File: src/rtl/lc3_param_regfile_if.sv
// Register-file bus: write port, condition-code load and two read ports.
// The master drives addresses/data; the slave (register file) returns read data and NZP.
interface lc3_param_regfile_if #(
   parameter int WIDTH  = 16,
   parameter int ADDR_W = 3
);
   logic              WE;
   logic [ADDR_W-1:0] DR;
   logic [WIDTH-1:0]  D;
   logic              LD_CC;
   logic [ADDR_W-1:0] SR1;
   logic [ADDR_W-1:0] SR2;
   logic [WIDTH-1:0]  Q1;
   logic [WIDTH-1:0]  Q2;
   logic [2:0]        NZP;

   modport master (
      output WE, DR, D, LD_CC, SR1, SR2,
      input  Q1, Q2, NZP
   );

   modport slave (
      input  WE, DR, D, LD_CC, SR1, SR2,
      output Q1, Q2, NZP
   );
endinterface

File: src/rtl/lc3_param_regfile.sv
// LC-3 register file: DEPTH x WIDTH registers, one synchronous write port, two
// combinational read ports with optional write forwarding, plus the NZP register.
module lc3_param_regfile #(
   parameter int WIDTH  = 16,
   parameter int DEPTH  = 8,
   parameter int ADDR_W = 3,
   parameter bit BYPASS = 1'b1
) (
   input logic               Clk,
   input logic               Reset,
   lc3_param_regfile_if.slave rf
);

   logic [WIDTH-1:0] r_regs [DEPTH];
   logic [2:0]       r_nzp;
   logic [2:0]       w_nzp_next;
   logic [WIDTH-1:0] w_q1;
   logic [WIDTH-1:0] w_q2;
   logic             w_fwd1;
   logic             w_fwd2;

   // NOTE: every output of this block is given a default first, so no path leaves it unassigned (no latch).
   always_comb begin
      w_nzp_next = 3'b001;
      if (rf.D[WIDTH-1]) begin
         w_nzp_next = 3'b100;
      end else if (rf.D == '0) begin
         w_nzp_next = 3'b010;
      end
   end

   // NOTE: the whole array is cleared on reset, which keeps it in flops rather than a RAM macro;
   // NOTE: state is updated with non-blocking assignments so all registers see pre-edge values.
   always_ff @(posedge Clk) begin
      if (Reset) begin
         for (int i = 0; i < DEPTH; i++) begin
            r_regs[i] <= '0;
         end
         r_nzp <= 3'b010;
      end else begin
         if (rf.WE) begin
            r_regs[rf.DR] <= rf.D;
         end
         if (rf.LD_CC) begin
            r_nzp <= w_nzp_next;
         end
      end
   end

   // Forwarding is gated by Reset so a write that reset will discard is never seen.
   assign w_fwd1 = BYPASS && rf.WE && !Reset && (rf.DR == rf.SR1);
   assign w_fwd2 = BYPASS && rf.WE && !Reset && (rf.DR == rf.SR2);

   always_comb begin
      w_q1 = r_regs[rf.SR1];
      w_q2 = r_regs[rf.SR2];
      if (w_fwd1) begin
         w_q1 = rf.D;
      end
      if (w_fwd2) begin
         w_q2 = rf.D;
      end
   end

   assign rf.Q1  = w_q1;
   assign rf.Q2  = w_q2;
   assign rf.NZP = r_nzp;

endmodule

File: src/flat_wrapper.sv
// flat-port wrapper written by rule: the top's interface ports become plain ports
module lc3_param_regfile_flat 
#(
   parameter int WIDTH  = 16,
   parameter int DEPTH  = 8,
   parameter int ADDR_W = 3,
   parameter bit BYPASS = 1'b1
)
  (Clk, Reset, rf_WE, rf_DR, rf_D, rf_LD_CC, rf_SR1, rf_SR2, rf_Q1, rf_Q2, rf_NZP);
  lc3_param_regfile_if #(.WIDTH(WIDTH), .ADDR_W(ADDR_W)) rf_i ();
  input logic Clk;
  input logic Reset;
  input wire logic [$bits(rf_i.WE)-1:0] rf_WE;
  input wire logic [$bits(rf_i.DR)-1:0] rf_DR;
  input wire logic [$bits(rf_i.D)-1:0] rf_D;
  input wire logic [$bits(rf_i.LD_CC)-1:0] rf_LD_CC;
  input wire logic [$bits(rf_i.SR1)-1:0] rf_SR1;
  input wire logic [$bits(rf_i.SR2)-1:0] rf_SR2;
  output wire logic [$bits(rf_i.Q1)-1:0] rf_Q1;
  output wire logic [$bits(rf_i.Q2)-1:0] rf_Q2;
  output wire logic [$bits(rf_i.NZP)-1:0] rf_NZP;
  assign rf_i.WE = rf_WE;
  assign rf_i.DR = rf_DR;
  assign rf_i.D = rf_D;
  assign rf_i.LD_CC = rf_LD_CC;
  assign rf_i.SR1 = rf_SR1;
  assign rf_i.SR2 = rf_SR2;
  assign rf_Q1 = rf_i.Q1;
  assign rf_Q2 = rf_i.Q2;
  assign rf_NZP = rf_i.NZP;
  lc3_param_regfile #(.WIDTH(WIDTH), .DEPTH(DEPTH), .ADDR_W(ADDR_W), .BYPASS(BYPASS)) u_core (.Clk(Clk), .Reset(Reset), .rf(rf_i));
endmodule
File: config.mk
export PLATFORM = sky130hd
export DESIGN_NAME = lc3_param_regfile_flat
export DESIGN_NICKNAME = d
export VERILOG_FILES = /design/src/rtl/lc3_param_regfile_if.sv /design/src/rtl/lc3_param_regfile.sv /design/src/flat_wrapper.sv
export SDC_FILE = /design/constraint.sdc
export NUM_CORES = 1
export LEC_CHECK = 0
export BUFFER_PORTS_ARGS = -buffer_cell sky130_fd_sc_hd__buf_4
export CAP_MARGIN = 20
export CORE_MARGIN = 5
export CORE_UTILIZATION = 42
export DETAILED_ROUTE_END_ITERATION = 10
export GPL_TIMING_DRIVEN = 0
export PLACE_DENSITY = 0.69
export SYNTH_ARGS = -nofsm -noshare
export SYNTH_HDL_FRONTEND = slang
export SYNTH_SLANG_ARGS = --single-unit
File: constraint.sdc
create_clock -name Clk -period 2 [get_ports Clk]
set_clock_uncertainty 0.05 [all_clocks]
set_input_delay 0.1 -clock Clk [delete_from_list [all_inputs] [get_ports Clk]]
set_output_delay 0.1 -clock Clk [all_outputs]
set_load 0.02 [all_outputs]
======== Yosys cells after proc, flatten, opt, wreduce, memory -nomap -nowiden ========
Memories as Yosys holds them, arrays and structs flattened.
Index checks and enable logic that the tools add are counted.
word-level totals
  memories kept ........................... 1
  flip-flop bits (word level) ............. 3
  input port bits ......................... 29
  bits in writable memories ............... 128
memory list
  memory         words  width  read ports  clocked after memory_dff  write ports  line                     text
  u_core.r_regs  8      16     2           0                         8            lc3_param_regfile.sv:14  logic [WIDTH-1:0] r_regs [DEPTH];
operators by class
  multiplexer cells ....................... 12
  reduce and logical (&&, ||, !) cells .... 6
  equal/unequal tests ..................... 2
operators by type and width
  kind                 number
  2-to-1 mux 16 bit    3
  zero test 16 bit     1
  OR reduction 16 bit  1
  == test 3 bit        2
  2-to-1 mux 1 bit     6
  2-to-1 mux 3 bit     2
  logical AND 1 bit    3
  2-to-1 mux 2 bit     1
  zero test 1 bit      1

======== Logic depth before layout (Yosys ltp) ========
Gate-level depths: netlist of run 1.
  word-level depth ........................ 5
  depth in mapped cells ................... 7
  mapped depth without buffers ............ 4

======== Worst setup path before layout of run 1 ========
Ideal clock, no wire load.
  path kind ............................... input port to output port
  from .................................... input port rf_SR1[0]
  to ...................................... output port rf_Q1[10]
  data arrival time ....................... 1255 ps
  slack ................................... 595 ps
  cell stages on the path ................. 6
  cells stage by stage .................... buf_6 buf_6 xnor2_1 nand4_2 clkbuf_1 a21oi_1
on the way
  word-level cells in the longest chain between the ends .. 3
ends and longest elaborated chain
  item                                                         line                     text
  start: declaration                                           flat_wrapper.sv:17       input wire logic [$bits(rf_i.SR1)-1:0] rf_SR1;
  branches (longest 2 deep; another with memory (8 x 16 bit))  -
  2-to-1 mux 16 bit *                                          lc3_param_regfile.sv:57  if (w_fwd1) begin
  end: declaration                                             flat_wrapper.sv:19       output wire logic [$bits(rf_i.Q1)-1:0] rf_Q1;
Mark *: on every way between the ends.

==> results of run 1 <==
power breakdown:
group | leakage [nW] | switching, mW | total, mW | internal, mW
logic | 1.79 | 0.627 | 1.15 | 0.520
registers | 1.25 | 0.0865 | 3.28 | 3.19
clock network | 0.266 | 1.13 | 2.90 | 1.76
metrics by stage:
stage                     total power, mW  std cells  hold WS (ns)
after floorplan                      4.00        515         0.152
after CTS                            7.30        834        0.0444
after global routing                 7.54        834        0.0733
after global placement               4.41        799         0.308
final                                7.32        835        0.0672
after detailed placement             4.45        799         0.331
registers in the layout (all words and copies together) (netlist names):
signal and cells:
u_core.r_regs 128, u_core.rf.NZP 3
worst min-delay path, cell delays in order:
cell and delay [ns]:
sky130_fd_sc_hd__buf_4 0.10, sky130_fd_sc_hd__nor4_1 0.04, sky130_fd_sc_hd__nand4_1 0.15, sky130_fd_sc_hd__o31ai_1 0.09
area by class of cell:
type | count | area [sq um] | area share [%]
sequential | 131 | 3900 | 44.6
buffer | 53 | 285 | 3.26
multi-input combinational | 330 | 3270 | 37.4
clock buffer | 22 | 464 | 5.31
timing repair buffer | 58 | 443 | 5.06
tap | 229 | 287 | 3.27
inverter | 1 | 3.75 | 0.0429
clock inverter | 10 | 86.3 | 0.987
antenna | 1 | 2.50 | 0.0286
how the worst max path moves through the flow:
| stage | cells past startpoint | end | from |
|---|---|---|---|
| global route | 4 | rf_Q1[11] | u_core.r_regs[5][11]$_SDFFCE_PN0P_ |
| floorplan | 6 | rf_Q1[10] | rf_SR1[0] |
| finish | 4 | rf_Q1[14] | u_core.r_regs[6][14]$_SDFFCE_PN0P_ |
| detailed placement | 5 | u_core.r_regs[5][9]$_SDFFCE_PN0P_ | Reset |
| CTS | 4 | rf_Q1[14] | u_core.r_regs[5][14]$_SDFFCE_PN0P_ |
| global placement | 5 | u_core.r_regs[5][2]$_SDFFCE_PN0P_ | Reset |
synthesized netlist by cell type, drive strengths merged:
| cell type | n | area share [%] |
|---|---|---|
| and2 | 128 | 11 |
| edfxtp | 128 | 51 |
| mux4 | 64 | 22 |
| nor2 | 41 | 2.2 |
| a21oi | 33 | 2.2 |
| mux2i | 33 | 4.4 |
| clkbuf | 27 | 1.4 |
| buf | 26 | 2.4 |
| or2 | 8 | 0.66 |
| xnor2 | 6 | 0.70 |
| nor4 | 4 | 0.33 |
| dfxtp | 3 | 0.80 |
| nand2b | 3 | 0.28 |
| nand4 | 3 | 0.33 |
| nand2 | 2 | 0.10 |
| nor3 | 2 | 0.27 |
| a22oi | 1 | 0.10 |
| inv | 1 | 0.050 |
| nor2b | 1 | 0.18 |
| o31ai | 1 | 0.10 |
routing by layer:
layer | part of all wire (%) | track usage, % | vias to the layer above
met4 | 2.9 | 8.47 | 0
met5 | 0 | 0 | -
met1 | 39 | 25.4 | 2452
met2 | 53 | 37.6 | 213
met3 | 5.8 | 4.09 | 45
li1 | - | - | 2125
logic make-up (layout without fill, tap and decap cells):
logic type	after synthesis	count (layout)
AOI/OAI and AO/OA	35	35
xor gates and xnor gates	6	6
buffers and inverters	54	144
DFF	131	131
muxes	97	97
other	0	1
and+or+nand+nor	192	192
timing repair:
| action | in CTS | in global routing |
|---|---|---|
| hold buffers | 3 | 0 |
| hold endpoints to repair | 2 | 0 |
| gates resized for setup | 0 | 19 |
| setup endpoints to repair | 0 | 15 |
==> qor.csv, run 1 <==
stage,metric,value,unit
route,ant_nets,0,
critical_path,timing.critical_path.cells,mux4_2 -> mux2i_1 -> a21oi_1 -> buf_4,
critical_path,reg2reg_depth,3,
global_routing,grt_first_pass_wirelength,31100,um
placement,detailed_place_hpwl,14200,um
critical_path,worst_path_fanout_max,2,
floorplan,std_cell_rows,49,
floorplan,core_area,17800,sq um
route,route.detailed.drc,0,
critical_path,critical_path.n_buffers_inverters,1,
floorplan,die-area,20700,sq um
sta,finalCritPeriodShare,98.4,%
placement,place_area,8230,sq um
sta,finalHoldViolations,0,
pwr,pwr_density_cell,837,nW/um^2
clocking,clock_insertion_delay_worst_skew,0.42,ns
logic_synthesis,synth_xor_xnor_area_share,0.698,%
logic_synthesis,synthCells,515,
critical_path,cp_slowest_cell,sky130_fd_sc_hd__mux4_2,
cells_and_area,most-common-layout-cells,"128 x sky130_fd_sc_hd__and2_1, 128 x sky130_fd_sc_hd__edfxtp_1, 56 x sky130_fd_sc_hd__buf_4",
global_routing,number_of_global_route_vias_before_repair,5091,
logic_synthesis,ys_warn_count,0,
critical_path,worst_ep_required_time,1.85,ns
clocking,number_of_buffers_inserted_during_clock_tree_synthesis,17,
logic_synthesis,muxShareOfSynthArea,26.3,%
global_routing,gr-usage-all-layers,21.2,%
clocking,clock_slew_seen_by_the_registers_of_the_worst_setup_and_hold_paths,0.06,ns
sta,rsz0062_at_grt,yes,
logic_synthesis,yosys.area_share.simple,15.0,%
cells_and_area,areaGrowthSynthToFinish,16.2,%
logic_synthesis,synthesis.area_per_instance,14.6,sq um
critical_path,critPathArrivalTime,1.82,ns
sta,timing_worst_slew_pin_value,0.747,ns
route,vias,4835,
sta,report.final.slew_viol_count,0,
route,initialDrtViolationCount,438,
critical_path,regToRegSetupSlack,0.80,ns
sta,worst_slack,0.0315,ns
hold_path,holdPathStages,4,
route,post_drt_wl_per_cell,25.8,um
clocking,root_buffer,sky130_fd_sc_hd__clkbuf_16,
critical_path,critical-path-top-delay-family,multiplexers,
route,wl,21500,um
placement,weighted_congestion_at_the_end_of_routability_driven_global_placement,0.824,
clocking,cts.sinks,131,
logic_synthesis,synth-seq-area-share,51.8,%
pwr,leakagePower,3.30,nW
critical_path,critical_path_class,reg -> out,
sta,max_freq,0.508,GHz
global_routing,grt_start_max_net_pins,17,
clocking,cts_max_level,4,
cells_and_area,filler_cell_count,1529,
clocking,buffers_inserted_by_post_cts_timing_repair,0,
floorplan,die_y,144,um
clocking,cts_max_path_buffers,2,
cells_and_area,ratio_of_cells_with_drive_above_1_in_the_final_layout,25.8,%
critical_path,reg2reg_to,u_core.rf.NZP[2]$_SDFFE_PP0P_,
logic_synthesis,syn_area,7530,sq um
logic_synthesis,synth_top_family_by_area,multiplexers,
critical_path,crit-reg2reg-launch,u_core.rf.NZP[2]$_SDFFE_PP0P_,
logic_synthesis,syn-num-nets,544,
hold_path,hold_endpoint,u_core.rf.NZP[1]$_SDFFE_PP1P_,
critical_path,worst_setup_path_end_kind,primary output,
global_routing,grt_overflow_total,0,
logic_synthesis,ys_ff_latch,131,
cells_and_area,fin_util,49.2,%
floorplan,initial_utilization,42.4,%
floorplan,die_width,144,um
critical_path,critical_path.startpoint_type,flop,
cells_and_area,post-route-cell-area,8750,sq um
sta,setup_viol_count_final,0,
logic_synthesis,synthAdderAreaFrac,0,%
pwr,worst_ir_drop_vdd,0.554,mV
flow_run,max_cap_violations,0,
route,via_density,5.79,
sta,slew_headroom,50.2,%
clocking,tritoncts,done,
run_status,outcome,"complete, no violations",
hold_path,min-delay-path-class,in -> reg,
logic_synthesis,synth_area_in_compound_gates,2.39,%
critical_path,critPathMaxStageDelay,0.49,ns
floorplan,floorplan.io_pins,64,
route,dr.pass1.iters,5,
sta,timing.final.crit_period,1.97,ns
hold_path,hp-start,rf_D[0],
placement,dp_slack,-0.128,ns
global_routing,grt_antenna_before_repair,0,
sta,fin_tns_setup,0,ns
placement,number_of_input_and_output_port_buffers_inserted,55,
logic_synthesis,post_synth_num_cell_types,27,
cells_and_area,num-nets-final,621,
Note: power is estimated with default switching activity, not from simulation.
==> inputs of run 2 (changes only) <==
--- a/config.mk
+++ b/config.mk
@@ -12,6 +12,7 @@
 export DETAILED_ROUTE_END_ITERATION = 10
 export GPL_TIMING_DRIVEN = 0
 export PLACE_DENSITY = 0.69
+export REMOVE_ABC_BUFFERS = 1
 export SYNTH_ARGS = -nofsm -noshare
 export SYNTH_HDL_FRONTEND = slang
 export SYNTH_SLANG_ARGS = --single-unit
==> run 2 against run 1 <==
  * The flow now finishes with violations (negative setup slack)
  * Sequential power barely moved
  * Non-clock buffer count is 23 lower
  * Power decreased by 2.9%
  * Die area did not move
  * Final area up 1.3%
  * Global-route usage shrank 2.2 points
  * Clock power fell by 6%
  * Combinational power is essentially flat
  * Highest routed layer unchanged
==> qor.csv, run 2 (synthesized netlist as in run 1, its figures left out) <==
stage,metric,value,unit,change
run_status,outcome,finished with violations,,"was complete, no violations"
run_status,violations,negative setup slack,,
placement,dp_slack,-0.514,ns,was -0.128 ns
global_routing,gr-usage-all-layers,19.0,%,was 21.2%
global_routing,grt_overflow_total,0,,unchanged
placement,detailed_place_hpwl,11200,um,"was 14,200 um"
clocking,root_buffer,sky130_fd_sc_hd__clkbuf_16,,unchanged
cells_and_area,max_flop_register,u_core.r_regs,,unchanged
sta,finalCritPeriodShare,100,%,was 98.4%
pwr,leakagePower,3.37,nW,was 3.30 nW
global_routing,routing_usage_on_met2,32.5,%,was 37.6%
cells_and_area,ratio_of_cells_with_drive_above_1_in_the_final_layout,22.0,%,was 25.8%
pwr,pwr_density_cell,802,nW/um^2,was 837 nW/um^2
global_routing,grt_antenna_before_repair,0,,unchanged
cells_and_area,antenna_cells_inserted,0,,was 1
critical_path,worst_ep_required_time,2.00,ns,was 1.85 ns
critical_path,critPathArrivalTime,2.01,ns,was 1.82 ns
clocking,cts_max_path_buffers,2,,unchanged
critical_path,worst_setup_path_end_kind,flop,,was primary output
sta,fin_tns_setup,-0.0351,ns,was 0 ns
clocking,cts_max_level,4,,unchanged
placement,weighted_congestion_at_the_end_of_routability_driven_global_placement,0.767,,was 0.824
pwr,swShare,24.3,%,was 25.2%
clocking,cts.sinks,131,,unchanged
placement,number_of_input_and_output_port_buffers_inserted,63,,was 55
global_routing,grt_util_met1,24.4,%,was 25.4%
critical_path,critical-path-top-delay-family,simple AND/OR/NAND/NOR gates,,was multiplexers
sta,worst_slack,-0.00816,ns,was 0.0315 ns
route,vias,4706,,"was 4,835"
floorplan,die_width,144,um,unchanged
floorplan,core_area,17800,sq um,unchanged
hold_path,min-delay-path-class,in -> reg,,unchanged
sta,rsz0062_at_grt,yes,,unchanged
pwr,intPower,5.38,mW,was 5.47 mW
sta,max_freq,0.498,GHz,was 0.508 GHz
global_routing,grt_start_max_net_pins,34,,was 17
cells_and_area,areaGrowthSynthToFinish,17.6,%,was 16.2%
cells_and_area,post-route-cell-area,8860,sq um,was 8750 sq um
floorplan,initial_utilization,42.4,%,unchanged
global_routing,groute.layer.met3.usage,3.86,%,was 4.09%
cells_and_area,most-common-layout-cells,"128 x sky130_fd_sc_hd__and2_1, 128 x sky130_fd_sc_hd__edfxtp_1, 61 x sky130_fd_sc_hd__buf_4",,"was 128 x sky130_fd_sc_hd__and2_1, 128 x sky130_fd_sc_hd__edfxtp_1, 56 x sky130_fd_sc_hd__buf_4"
route,ant_nets,0,,unchanged
cells_and_area,fin_util,49.8,%,was 49.2%
pwr,total_power,7.11,mW,was 7.32 mW
route,dr.pass1.iters,5,,unchanged
cells_and_area,filler_cell_count,1530,,"was 1,529"
route,wl,19200,um,"was 21,500 um"
route,via_density,5.81,,was 5.79
critical_path,worst_path_fanout_max,17,,was 2
route,initialDrtViolationCount,527,,was 438
sta,timing_worst_slew_pin_value,0.932,ns,was 0.747 ns
pwr,power.share.sequential,45.9,%,was 44.8%
route,route.detailed.drc,0,,unchanged
sta,setup_viol_count_final,10,,was 0
cells_and_area,largest_register_ff_count,128,,unchanged
sta,timing.final.crit_period,2.01,ns,was 1.97 ns
sta,finalHoldViolations,0,,unchanged
critical_path,cp_slowest_cell,sky130_fd_sc_hd__nor2_2,,was sky130_fd_sc_hd__mux4_2
floorplan,die_y,144,um,unchanged
clocking,tritoncts,done,,unchanged
critical_path,critical_path_class,in -> reg,,was reg -> out
pwr,worst_ir_drop_vdd,0.585,mV,was 0.554 mV
pwr,pwr-share-comb,15.8,%,was 15.7%
critical_path,timing.critical_path.cells,buf_4 -> nor2b_4 -> nand2b_2 -> nor2_2 -> or2_2,,was mux4_2 -> mux2i_1 -> a21oi_1 -> buf_4
critical_path,critical_path.startpoint_type,input pin,,was flop
global_routing,top_usage_layer,met2,,unchanged
placement,place_area,8080,sq um,was 8230 sq um
clocking,number_of_buffers_inserted_during_clock_tree_synthesis,17,,unchanged
sta,slew_headroom,37.8,%,was 50.2%
clocking,clock_insertion_delay_worst_skew,0.42,ns,about the same
sta,report.final.slew_viol_count,0,,unchanged
global_routing,number_of_global_route_vias_before_repair,4898,,"was 5,091"
clocking,clock_slew_seen_by_the_registers_of_the_worst_setup_and_hold_paths,0.05,ns,was 0.06 ns
route,post_drt_wl_per_cell,23.7,um,was 25.8 um
floorplan,die-area,20700,sq um,unchanged
cells_and_area,num-nets-final,598,,was 621
flow_run,max_cap_violations,0,,unchanged
critical_path,critical_path.n_buffers_inverters,1,,unchanged
floorplan,floorplan.io_pins,64,,unchanged
pwr,share_clk_of_total_power,38.3,%,was 39.6%
critical_path,critPathMaxStageDelay,0.75,ns,was 0.49 ns
floorplan,std_cell_rows,49,,unchanged
pwr,power_switching,1.73,mW,was 1.85 mW
global_routing,grt_first_pass_wirelength,28600,um,"was 31,100 um"
==> run 2: worst paths after layout <==
path	depth (start not counted)	to	from	slack, ns
worst max-delay path	5	u_core.r_regs[2][5]$_SDFFCE_PN0P_	Reset	-0.008
worst min-delay path	2	u_core.r_regs[7][5]$_SDFFCE_PN0P_	rf_D[5]	0.01
worst max register to register	4	u_core.rf.NZP[2]$_SDFFE_PP0P_	u_core.rf.NZP[2]$_SDFFE_PP0P_	0.27
worst min register to register	3	u_core.rf.NZP[1]$_SDFFE_PP1P_	u_core.rf.NZP[1]$_SDFFE_PP1P_	0.98
==> run 2: worst reg2reg max path, stage by stage (launching register included) <==
cell and delay (ns):
sky130_fd_sc_hd__dfxtp_1 0.31, sky130_fd_sc_hd__mux2i_1 0.11, sky130_fd_sc_hd__dlygate4sd3_1 0.56, sky130_fd_sc_hd__nor2_1 0.04
sky130_fd_sc_hd__dlygate4sd3_1 0.55
==> run 2: power groups by stage <==
stage	combinational, mW	clock, mW	sequential [mW]
6_report	1.12	2.72	3.26
3_5_place_dp	1.07	0	3.32
3_3_place_gp	1.05	0	3.29
4_1_cts	1.12	2.73	3.26
2_1_floorplan	0.596	0	3.29
5_1_grt	1.19	2.85	3.28
==> run 2: repair_timing <==
item	CTS	global route
pin swaps	2	1
gates resized for setup	3	16
endpoints found under the setup margin	32	75
hold endpoints to repair	36	0
hold buffers	18	0
buffers inserted	2	0
==> run 2: cell type report <==
type / instances / area [sq um] / area share (%)
Sequential cell: 131 / 3900 / 44.1
Multi-Input combinational cell: 330 / 3390 / 38.3
Timing Repair Buffer: 88 / 767 / 8.66
Clock buffer: 21 / 440 / 4.97
Tap cell: 229 / 287 / 3.23
Clock inverter: 10 / 67.6 / 0.763
Inverter: 1 / 3.75 / 0.0424
==> run 2: per-stage QoR <==
step,instances,hold WS (ns)
floorplan,462,0.122
global placement,754,0.301
detailed placement,759,0.321
CTS,810,0.000509
global route,810,0.0209
finish,810,0.0101
==> run 2: per-layer routing <==
layer | part of all wire, % | vias to the layer above
li1 | - | 2082
met1 | 41 | 2396
met2 | 51 | 195
met3 | 6.6 | 33
met4 | 1.8 | 0
met5 | 0 | -
==> inputs of run 3 (changes only) <==
--- a/config.mk
+++ b/config.mk
@@ -7,11 +7,13 @@
 export LEC_CHECK = 0
 export BUFFER_PORTS_ARGS = -buffer_cell sky130_fd_sc_hd__buf_4
 export CAP_MARGIN = 20
+export CELL_PAD_IN_SITES_DETAIL_PLACEMENT = 0
+export CELL_PAD_IN_SITES_GLOBAL_PLACEMENT = 1
 export CORE_MARGIN = 5
 export CORE_UTILIZATION = 42
 export DETAILED_ROUTE_END_ITERATION = 10
 export GPL_TIMING_DRIVEN = 0
-export PLACE_DENSITY = 0.69
+export PLACE_DENSITY = 0.79
 export REMOVE_ABC_BUFFERS = 1
 export SYNTH_ARGS = -nofsm -noshare
 export SYNTH_HDL_FRONTEND = slang
==> run 3 against run 2 <==
  * The flow now finishes without violations
  * Worst hold slack better by 0.010 ns
  * Utilization up 0.51 points
  * Global-route usage about the same
  * Combinational power about the same
  * First-iteration DRC count down 34%
  * Die area unchanged
  * Count of clock-buffer cells in the layout up 1
  * Critical path type is now reg -> out
  * Highest routed layer unchanged
==> qor.csv, run 3 (synthesized netlist as in run 1, its figures left out) <==
stage,metric,value,unit,change
run_status,outcome,"complete, no violations",,was finished with violations
sta,report.final.slew_viol_count,0,,unchanged
critical_path,crit-reg2reg-launch,u_core.rf.NZP[2]$_SDFFE_PP0P_,,unchanged
global_routing,grt_start_max_net_pins,34,,unchanged
cells_and_area,filler_cell_count,1497,,"was 1,530"
sta,timing_worst_slew_pin_value,0.848,ns,was 0.932 ns
cells_and_area,largest_register_ff_count,128,,unchanged
sta,slew_headroom,43.4,%,was 37.8%
cells_and_area,most-common-layout-cells,"128 x sky130_fd_sc_hd__and2_1, 128 x sky130_fd_sc_hd__edfxtp_1, 64 x sky130_fd_sc_hd__buf_4",,"was 128 x sky130_fd_sc_hd__and2_1, 128 x sky130_fd_sc_hd__edfxtp_1, 61 x sky130_fd_sc_hd__buf_4"
global_routing,gr-usage-all-layers,19.1,%,was 19.0%
floorplan,die_y,144,um,unchanged
clocking,tritoncts,done,,unchanged
global_routing,grt_first_pass_wirelength,28400,um,"was 28,600 um"
pwr,intPower,6.02,mW,was 5.38 mW
sta,timing.hold.ws,0.0206,ns,was 0.0101 ns
floorplan,die_width,144,um,unchanged
placement,number_of_input_and_output_port_buffers_inserted,63,,unchanged
clocking,clock_insertion_delay_worst_skew,0.42,ns,about the same
cells_and_area,num-nets-final,597,,was 598
flow_run,max_cap_violations,0,,unchanged
cells_and_area,max_flop_register,u_core.r_regs,,unchanged
route,ant_nets,0,,unchanged
clocking,number_of_buffers_inserted_during_clock_tree_synthesis,17,,unchanged
cells_and_area,post-route-cell-area,8950,sq um,was 8860 sq um
hold_path,hp-start,rf_D[3],,was rf_D[5]
pwr,swShare,22.8,%,was 24.3%
hold_path,hold_endpoint,u_core.r_regs[7][3]$_SDFFCE_PN0P_,,was u_core.r_regs[7][5]$_SDFFCE_PN0P_
critical_path,worst_path_fanout_max,2,,was 17
critical_path,critical_path.startpoint_type,flop,,was input pin
sta,max_freq,0.510,GHz,was 0.498 GHz
route,met3WireLength,1300,um,was 1260 um
critical_path,reg2reg_to,u_core.rf.NZP[2]$_SDFFE_PP0P_,,unchanged
sta,finalCritPeriodShare,98.1,%,was 100%
clocking,cts_max_level,4,,unchanged
pwr,total_power,7.80,mW,was 7.11 mW
pwr,power_switching,1.78,mW,was 1.73 mW
clocking,cts_max_path_buffers,2,,unchanged
pwr,power.share.sequential,41.9,%,was 45.9%
route,m1WireLength,7750,um,was 7830 um
route,vias,4692,,"was 4,706"
critical_path,reg2reg_depth,3,,was 4
pwr,worst_ir_drop_vdd,0.543,mV,was 0.585 mV
hold_path,holdPathStages,2,,unchanged
route,wl,19000,um,"was 19,200 um"
route,dr.pass1.iters,5,,unchanged
floorplan,core_area,17800,sq um,unchanged
global_routing,grt_overflow_total,0,,unchanged
global_routing,grt_antenna_before_repair,0,,unchanged
clocking,cts.sinks,131,,unchanged
pwr,share_clk_of_total_power,43.8,%,was 38.3%
route,via_density,5.79,,was 5.81
placement,detailed_place_hpwl,11400,um,"was 11,200 um"
floorplan,floorplan.io_pins,64,,unchanged
route,top_signal_layer_used,met4,,unchanged
clocking,root_buffer,sky130_fd_sc_hd__clkbuf_16,,unchanged
sta,finalHoldViolations,0,,unchanged
sta,rsz0062_at_grt,yes,,unchanged
route,route.detailed.drc,0,,unchanged
route,initialDrtViolationCount,348,,was 527
hold_path,min-delay-path-class,in -> reg,,unchanged
critical_path,critical_path_class,reg -> out,,was in -> reg
route,routed_met2_length,9650,um,was 9760 um
sta,timing.final.crit_period,1.96,ns,was 2.01 ns
critical_path,critPathArrivalTime,1.81,ns,was 2.01 ns
pwr,pwr_density_cell,871,nW/um^2,was 802 nW/um^2
cells_and_area,ratio_of_cells_with_drive_above_1_in_the_final_layout,24.3,%,was 22.0%
cells_and_area,antenna_cells_inserted,0,,unchanged
cells_and_area,areaGrowthSynthToFinish,18.8,%,was 17.6%
pwr,leakagePower,3.40,nW,was 3.37 nW
global_routing,number_of_global_route_vias_before_repair,4956,,"was 4,898"
placement,dp_slack,-0.540,ns,was -0.514 ns
floorplan,die-area,20700,sq um,unchanged
floorplan,std_cell_rows,49,,unchanged
critical_path,worst_setup_path_end_kind,primary output,,was flop
sta,setup_viol_count_final,0,,was 10
floorplan,initial_utilization,42.4,%,unchanged
route,post_drt_wl_per_cell,23.5,um,was 23.7 um
placement,place_area,8070,sq um,was 8080 sq um
critical_path,regToRegSetupSlack,0.78,ns,was 0.27 ns
placement,weighted_congestion_at_the_end_of_routability_driven_global_placement,0.721,,was 0.767
critical_path,worst_ep_required_time,1.85,ns,was 2.00 ns
sta,worst_slack,0.0385,ns,was -0.00816 ns
clocking,clock_slew_seen_by_the_registers_of_the_worst_setup_and_hold_paths,0.06,ns,was 0.05 ns
pwr,pwr-share-comb,14.4,%,was 15.8%
==> run 3: area by class of cell <==
class	count	area (sq um)	share of cell area [%]
Clock buffer	22	474	5.30
Clock inverter	10	178	1.99
Inverter	1	3.75	0.0419
Multi-Input combinational cell	330	3360	37.5
Sequential cell	131	3900	43.6
Tap cell	229	287	3.20
Timing Repair Buffer	87	744	8.32
==> run 3: how the worst max path moves through the flow <==
stage | depth (start not counted) | startpoint | endpoint | slack, ns
after global placement | 5 | rf_SR2[0] | rf_Q2[8] | -1.01
after CTS | 4 | u_core.r_regs[6][8]$_SDFFCE_PN0P_ | rf_Q2[8] | -0.004
after floorplan | 3 | rf_WE | rf_Q2[0] | 0.25
final | 4 | u_core.r_regs[6][8]$_SDFFCE_PN0P_ | rf_Q2[8] | 0.04
after detailed placement | 5 | rf_SR1[0] | rf_Q1[8] | -0.54
after global routing | 6 | rf_SR1[0] | rf_Q1[8] | -0.06
==> run 3: worst max-delay path, cell delays in order (launching register included) <==
cell	delay, ns
sky130_fd_sc_hd__edfxtp_1	0.39
sky130_fd_sc_hd__mux4_2	0.48
sky130_fd_sc_hd__mux2i_2	0.23
sky130_fd_sc_hd__a21oi_2	0.11
sky130_fd_sc_hd__buf_4	0.17
==> run 3: per-layer routing <==
layer | global-route usage [%] | vias to the layer above
met5 | 0 | -
met4 | 6.14 | 0
met3 | 5.12 | 24
met2 | 32.2 | 178
met1 | 23.9 | 2415
li1 | - | 2075
==> run 3: stage by stage <==
step           instances  TNS [ns]  util, %
6_report             810         0     50.3
5_1_grt              810    -0.350     50.3
4_1_cts              809  -0.00371     50.2
3_5_place_dp         759    -46.59     45.4
3_3_place_gp         754    -77.82     45.0
2_1_floorplan        462         0        -
==> run 3: power by group through the flow <==
stage / Clock [mW] / Sequential [mW] / Combinational [mW]
2_1_floorplan: 0 / 3.29 / 0.596
3_3_place_gp: 0 / 3.29 / 1.04
3_5_place_dp: 0 / 3.32 / 1.07
4_1_cts: 3.44 / 3.26 / 1.12
5_1_grt: 3.56 / 3.29 / 1.19
6_report: 3.41 / 3.27 / 1.12
==> run 3: what timing repair did <==
action                     4_1_cts  5_1_grt
hold endpoints to repair        84        0
pin swaps                        3        0
gates resized for setup          9       13
setup buffers                    2        1
setup endpoints to repair       32       84
hold buffers                    16        0
